[config.mk]
export PLATFORM = sky130hd
export DESIGN_NAME = fpn_round_pipe
export DESIGN_NICKNAME = d
export VERILOG_FILES = /design/src/rtl/fpn_round_pipe.sv
export SDC_FILE = /design/constraint.sdc
export NUM_CORES = 1
export LEC_CHECK = 0
export ABC_AREA = 1
export CORE_ASPECT_RATIO = 0.75
export CORE_UTILIZATION = 25
export CTS_CLUSTER_DIAMETER = 50
export DETAILED_ROUTE_END_ITERATION = 16
export HOLD_SLACK_MARGIN = 0.03
export PLACE_DENSITY = 0.44
export SLEW_MARGIN = 40
export SYNTH_ARGS = -nofsm -noshare
export SYNTH_HDL_FRONTEND = slang
export SYNTH_SLANG_ARGS = --single-unit
[constraint.sdc]
create_clock -name clk -period 2.6 [get_ports clk]
set_input_delay 0.52 -clock clk [delete_from_list [all_inputs] [get_ports clk]]
set_output_delay 0.52 -clock clk [all_outputs]
set_load 0.1 [all_outputs]
[src/rtl/fpn_round_pipe.sv]
`default_nettype none
// ============================================================================
// fpn_round_pipe : two-stage rounding/packing unit with valid/ready handshake
// Rev 1.0
// ============================================================================
module fpn_round_pipe #(
    parameter int FPWID = 64,
    parameter int TAGW  = 4,
    localparam int EMSB = (FPWID == 16) ? 4 : (FPWID == 32) ? 7 : (FPWID == 64) ? 10 : 14,
    localparam int FMSB = FPWID - EMSB - 3
) (
    input  logic             clk,
    input  logic             rst_n,
    input  logic             i_valid,
    output logic             i_ready,
    input  logic             i_sign,
    input  logic [EMSB:0]    i_exp,
    input  logic [FMSB+3:0]  i_sig,
    input  logic [2:0]       i_rm,
    input  logic [TAGW-1:0]  i_tag,
    output logic             o_valid,
    input  logic             o_ready,
    output logic [FPWID-1:0] o_res,
    output logic [TAGW-1:0]  o_tag,
    output logic             o_inexact,
    output logic             o_overflow,
    output logic             o_underflow
);
    localparam int         SUMW   = EMSB + FMSB + 2;
    localparam logic [2:0] RM_RTZ = 3'd1;
    localparam logic [2:0] RM_RDN = 3'd2;
    localparam logic [2:0] RM_RUP = 3'd3;
    localparam logic [2:0] RM_RMM = 3'd4;

    logic             s1_valid_q,   s1_valid_d;
    logic             s1_sign_q,    s1_sign_d;
    logic [EMSB:0]    s1_exp_q,     s1_exp_d;
    logic [FMSB:0]    s1_frac_q,    s1_frac_d;
    logic             s1_inc_q,     s1_inc_d;
    logic             s1_inexact_q, s1_inexact_d;
    logic             s1_special_q, s1_special_d;
    logic [TAGW-1:0]  s1_tag_q,     s1_tag_d;
    logic             out_valid_q,  out_valid_d;
    logic [FPWID-1:0] out_res_q,    out_res_d;
    logic [TAGW-1:0]  out_tag_q,    out_tag_d;
    logic             out_inex_q,   out_inex_d;
    logic             out_ovf_q,    out_ovf_d;
    logic             out_unf_q,    out_unf_d;

    logic             s1_adv;
    logic             lsb, grd, stk, inc;
    logic [SUMW-1:0]  sum;
    logic [EMSB:0]    rnd_exp;
    logic [FMSB:0]    rnd_frac;
    logic [FPWID-1:0] s2_res;
    logic             s2_inex, s2_ovf, s2_unf;

    // The normaliser guarantees the hidden bit; it never reaches the packed result.
    logic             unused_hidden;
    assign unused_hidden = i_sig[FMSB+3];

    assign s1_adv  = s1_valid_q & (~out_valid_q | o_ready);
    assign i_ready = ~s1_valid_q | s1_adv;

    always_comb begin
        lsb = i_sig[2];
        grd = i_sig[1];
        stk = i_sig[0];
        case (i_rm)
            RM_RTZ:  inc = 1'b0;
            RM_RDN:  inc = i_sign & (grd | stk);
            RM_RUP:  inc = ~i_sign & (grd | stk);
            RM_RMM:  inc = grd;
            default: inc = grd & (stk | lsb);
        endcase
    end

    always_comb begin
        sum                 = {s1_exp_q, s1_frac_q} + {{(SUMW-1){1'b0}}, s1_inc_q};
        {rnd_exp, rnd_frac} = sum;
        s2_res  = {s1_sign_q, rnd_exp, rnd_frac};
        s2_inex = s1_inexact_q;
        s2_ovf  = &rnd_exp;
        s2_unf  = (rnd_exp == '0) & s1_inexact_q;
        if (s1_special_q) begin
            // Inf passes through; any NaN leaves quiet with its payload intact.
            s2_inex = 1'b0;
            s2_ovf  = 1'b0;
            s2_unf  = 1'b0;
            if (s1_frac_q == '0) begin
                s2_res = {s1_sign_q, s1_exp_q, s1_frac_q};
            end else begin
                s2_res = {s1_sign_q, s1_exp_q, 1'b1, s1_frac_q[FMSB-1:0]};
            end
        end
    end

    always_comb begin
        s1_valid_d   = s1_valid_q;
        s1_sign_d    = s1_sign_q;
        s1_exp_d     = s1_exp_q;
        s1_frac_d    = s1_frac_q;
        s1_inc_d     = s1_inc_q;
        s1_inexact_d = s1_inexact_q;
        s1_special_d = s1_special_q;
        s1_tag_d     = s1_tag_q;
        out_valid_d  = out_valid_q;
        out_res_d    = out_res_q;
        out_tag_d    = out_tag_q;
        out_inex_d   = out_inex_q;
        out_ovf_d    = out_ovf_q;
        out_unf_d    = out_unf_q;

        if (i_ready) begin
            s1_valid_d = i_valid;
            if (i_valid) begin
                s1_sign_d    = i_sign;
                s1_exp_d     = i_exp;
                s1_frac_d    = i_sig[FMSB+2:2];
                s1_inc_d     = inc;
                s1_inexact_d = grd | stk;
                s1_special_d = &i_exp;
                s1_tag_d     = i_tag;
            end
        end

        if (s1_adv) begin
            out_valid_d = 1'b1;
            out_res_d   = s2_res;
            out_tag_d   = s1_tag_q;
            out_inex_d  = s2_inex;
            out_ovf_d   = s2_ovf;
            out_unf_d   = s2_unf;
        end else if (o_ready) begin
            out_valid_d = 1'b0;
        end
    end

    always_ff @(posedge clk or negedge rst_n) begin
        if (!rst_n) begin
            s1_valid_q   <= 1'b0;
            s1_sign_q    <= 1'b0;
            s1_exp_q     <= '0;
            s1_frac_q    <= '0;
            s1_inc_q     <= 1'b0;
            s1_inexact_q <= 1'b0;
            s1_special_q <= 1'b0;
            s1_tag_q     <= '0;
            out_valid_q  <= 1'b0;
            out_res_q    <= '0;
            out_tag_q    <= '0;
            out_inex_q   <= 1'b0;
            out_ovf_q    <= 1'b0;
            out_unf_q    <= 1'b0;
        end else begin
            s1_valid_q   <= s1_valid_d;
            s1_sign_q    <= s1_sign_d;
            s1_exp_q     <= s1_exp_d;
            s1_frac_q    <= s1_frac_d;
            s1_inc_q     <= s1_inc_d;
            s1_inexact_q <= s1_inexact_d;
            s1_special_q <= s1_special_d;
            s1_tag_q     <= s1_tag_d;
            out_valid_q  <= out_valid_d;
            out_res_q    <= out_res_d;
            out_tag_q    <= out_tag_d;
            out_inex_q   <= out_inex_d;
            out_ovf_q    <= out_ovf_d;
            out_unf_q    <= out_unf_d;
        end
    end

    assign o_valid     = out_valid_q;
    assign o_res       = out_res_q;
    assign o_tag       = out_tag_q;
    assign o_inexact   = out_inex_q;
    assign o_overflow  = out_ovf_q;
    assign o_underflow = out_unf_q;

endmodule
`default_nettype wire

==> flow_summary.json <==
{
  "fmax_mhz": 433,
  "dieHeight_microns": 154,
  "cap_violations": 0,
  "finalInstanceArea_sq_um": 10200,
  "cts_root_buf": "clkbuf_16",
  "cts_tree": "yes",
  "antenna_cells": 0,
  "synth_area_sq_um": 7710,
  "drt_first_iter_violations": 495,
  "clkSlewWorstSetupHoldPaths_ns": 0.06,
  "synth_warnings": 0,
  "drtPass1Iterations": 5,
  "synthAdderAreaFrac": 0.00325,
  "grt_usage": 0.179,
  "grt_setup_unrepaired": "no",
  "num_vias": 7255,
  "cp_slowest_cell": "dfrtp_1",
  "cts_inserted_buffers": 17,
  "synth_nets": 1134,
  "start_kind": "flop",
  "synth_top_cell_area_share": 0.467,
  "core-area_sq_um": 30200,
  "drc": 0,
  "netlist_instances": 1054,
  "drt_wl_total_microns": 27200,
  "yosys.area_share.simple": 0.345,
  "multiInputGateArea_sq_um": 3770,
  "worstPathArrival_ns": 2.60,
  "synth_edf_count": 0,
  "synth_top_family_by_area": "simple AND/OR/NAND/NOR gates",
  "ant_nets": 0,
  "utilization": 0.338,
  "drt-vias-per-instance": 4.47,
  "drive_gt1_frac": 0.130,
  "synth-xor-area-share": 0.0568,
  "cp-end-kind": "flop",
  "ir_worst_vdd_uv": 455,
  "synth.yosys.seq_area_share": 0.467,
  "async_flop_share": 1.00,
  "synth-compound-area-share": 0.0815,
  "finalWeightedCongestion": 0.841,
  "initial_core_util": 0.255,
  "hold_ws_ns": 0.485,
  "hold_path_class": "flop to flop",
  "hold_viol": 0,
  "setup.worst_path.class": "flop to flop",
  "grt_max_degree": 72,
  "cp_cell_sequence": "ha_1 > ha_1 > inv_1 > nor3_4 > nand2_2 > nor2_2 > nand2_1 > nor2_1 > xnor2_1 > o21ai_0",
  "period_minus_slack_ns": 2.31,
  "rows": 55,
  "setup_tns_ns": 0,
  "cts_buffer_depth": 2,
  "skew_ns": 0.00937,
  "yosys.area.top_type": "dfrtp_1",
  "io_buffer_count": 149,
  "crit_top_cell": "ha_1",
  "tightestPinTransition_ns": 0.554,
  "wl_per_cell_microns": 16.7,
  "synth.distinct_cells": 34,
  "slew_headroom": 0.631,
  "maxSlewViolCount": 0,
  "outcome": "complete, no violations",
  "slowest_delay_ns": 0.41,
  "finalNetCount": 1294,
  "clock-sinks": 144,
  "p_leak_nw": 4.48,
  "fin_crit_sh": 0.889,
  "io_pins": 151,
  "cp_max_fo": 4,
  "n_fill_cell": 3266,
  "crit_required_ns": 2.89,
  "clkLatencyLatePin_ns": 0.43,
  "grt_pass1_vias": 7129,
  "finalSetupViolCount": 0,
  "synth_area_per_cell_sq_um": 7.31,
  "die-area_sq_um": 31500,
  "postPlaceCellArea_sq_um": 9660,
  "power.density_nw_per_um2": 964,
  "overflow": 0,
  "muxShareOfSynthArea": 0,
  "ys.flop_type": "dfrtp_1",
  "seq_area_sq_um": 3600,
  "synth.area.top_cells": "dfrtp_1 47%, nand2_1 20%, nor2_1 7.1%",
  "ctsHtreeMaxLevel": 4,
  "ys_seq_elements": 144,
  "syn_to_final_growth_pct": 32.3,
  "dieWidth_microns": 205,
  "antenna_found_initial": 0,
  "grt_pass1_wl_microns": 42400,
  "dp_hpwl_microns": 21000
}
## kinds of logic after synthesis
family / count (synthesis)
adder cells (fa/ha/maj): 2
XOR/XNOR: 50
AO/OA/AOI/OAI: 121
buffers and inverters: 94
AND/OR/NAND/NOR: 643
flip-flops: 144
## repair_timing
| action | CTS | global route |
|---|---|---|
| hold endpoints to repair | 31 | 0 |
| endpoints found under the setup margin | 0 | 0 |
| hold buffers | 1 | 0 |
| buffers inserted | 0 | 0 |
| gates resized for setup | 0 | 0 |
## worst paths after layout
path / startpoint / endpoint / slack (ns) / cells past startpoint
setup reg to reg: s1_inc_q / o_res[40] / 0.29 / 10
hold reg to reg: s1_sign_q / o_res[63] / 0.49 / 2
max in group asynchronous: rst_n / o_res[57] / 1.39 / 3
min in group asynchronous: rst_n / o_res[17] / 0.56 / 2
hold / removal: s1_sign_q / o_res[63] / 0.49 / 2
setup / recovery: s1_inc_q / o_res[40] / 0.29 / 10
## cell usage after synthesis (7+ instances only)
cell,number
clkbuf_1,23
nor2_2,10
xor2_1,35
nor3_1,7
nand3_1,27
xnor2_1,15
nand4_1,9
inv_1,59
o21ai_1,14
nor4_1,7
nand2_1,415
a21oi_1,15
nor2_1,145
o21ai_0,83
nor2_4,7
dfrtp_1,144
## registers in the layout, indices dropped and copies added, names as in the netlist, 4 cells and up
signal,flops
s1_frac_q,52
s1_tag_q,4
o_tag,4
s1_exp_q,11
o_res,64
## report_power, final
group | leakage [nW] | switching [W] | internal (W)
sequential | 1.78 | 0.000454 | 0.00273
combinational | 2.45 | 0.00340 | 0.000932
clock | 0.262 | 0.000972 | 0.00135
## stage by stage
| stage | power [W] | setup WS, ns | std cells |
|---|---|---|---|
| final | 0.00984 | 0.289 | 1624 |
| after CTS | 0.00995 | 0.295 | 1624 |
| after global routing | 0.0103 | 0.106 | 1624 |
| after floorplan | 0.00633 | 0.161 | 1054 |
| after detailed placement | 0.00758 | 0.292 | 1593 |
| after global placement | 0.00758 | 0.343 | 1593 |
## critical path: cells and delay by family, from the launching register on
kind / cells / cell delay [ns]
adder cells (fa/ha/maj): 2 / 0.41
flip-flops: 1 / 0.41
AO/OA/AOI/OAI: 1 / 0.10
buffers and inverters: 1 / 0.08
AND/OR/NAND/NOR: 5 / 1.03
XOR/XNOR: 1 / 0.15
## area by class of cell
class                           instances  area share
Timing Repair Buffer                  173       0.154
Inverter                               62      0.0228
Tap cell                              399      0.0489
Multi-Input combinational cell        816       0.369
Clock inverter                          7     0.00613
Sequential cell                       144       0.353
Clock buffer                           23      0.0459
## metal layers
metal,up-vias,GRT usage,part of all wire
met1,3420,0.287,0.54
li1,3658,-,-
met5,-,0,0
met3,11,0.0333,0.049
met2,166,0.241,0.40
met4,0,0.0345,0.0069
## cell usage in the layout, fill, tap and decap left out, types with 9 or more instances in the layout
cell,count
inv_1,59
buf_4,90
xnor2_1,15
nand3_1,26
nor2_2,10
nor2_1,145
xor2_1,35
nand2_1,414
dfrtp_1,144
o21ai_0,83
a21oi_1,15
clkbuf_16,17
clkdlybuf4s50_1,75
nand4_1,9
o21ai_1,14
No activity file was read; power rests on OpenSTA's default activity.
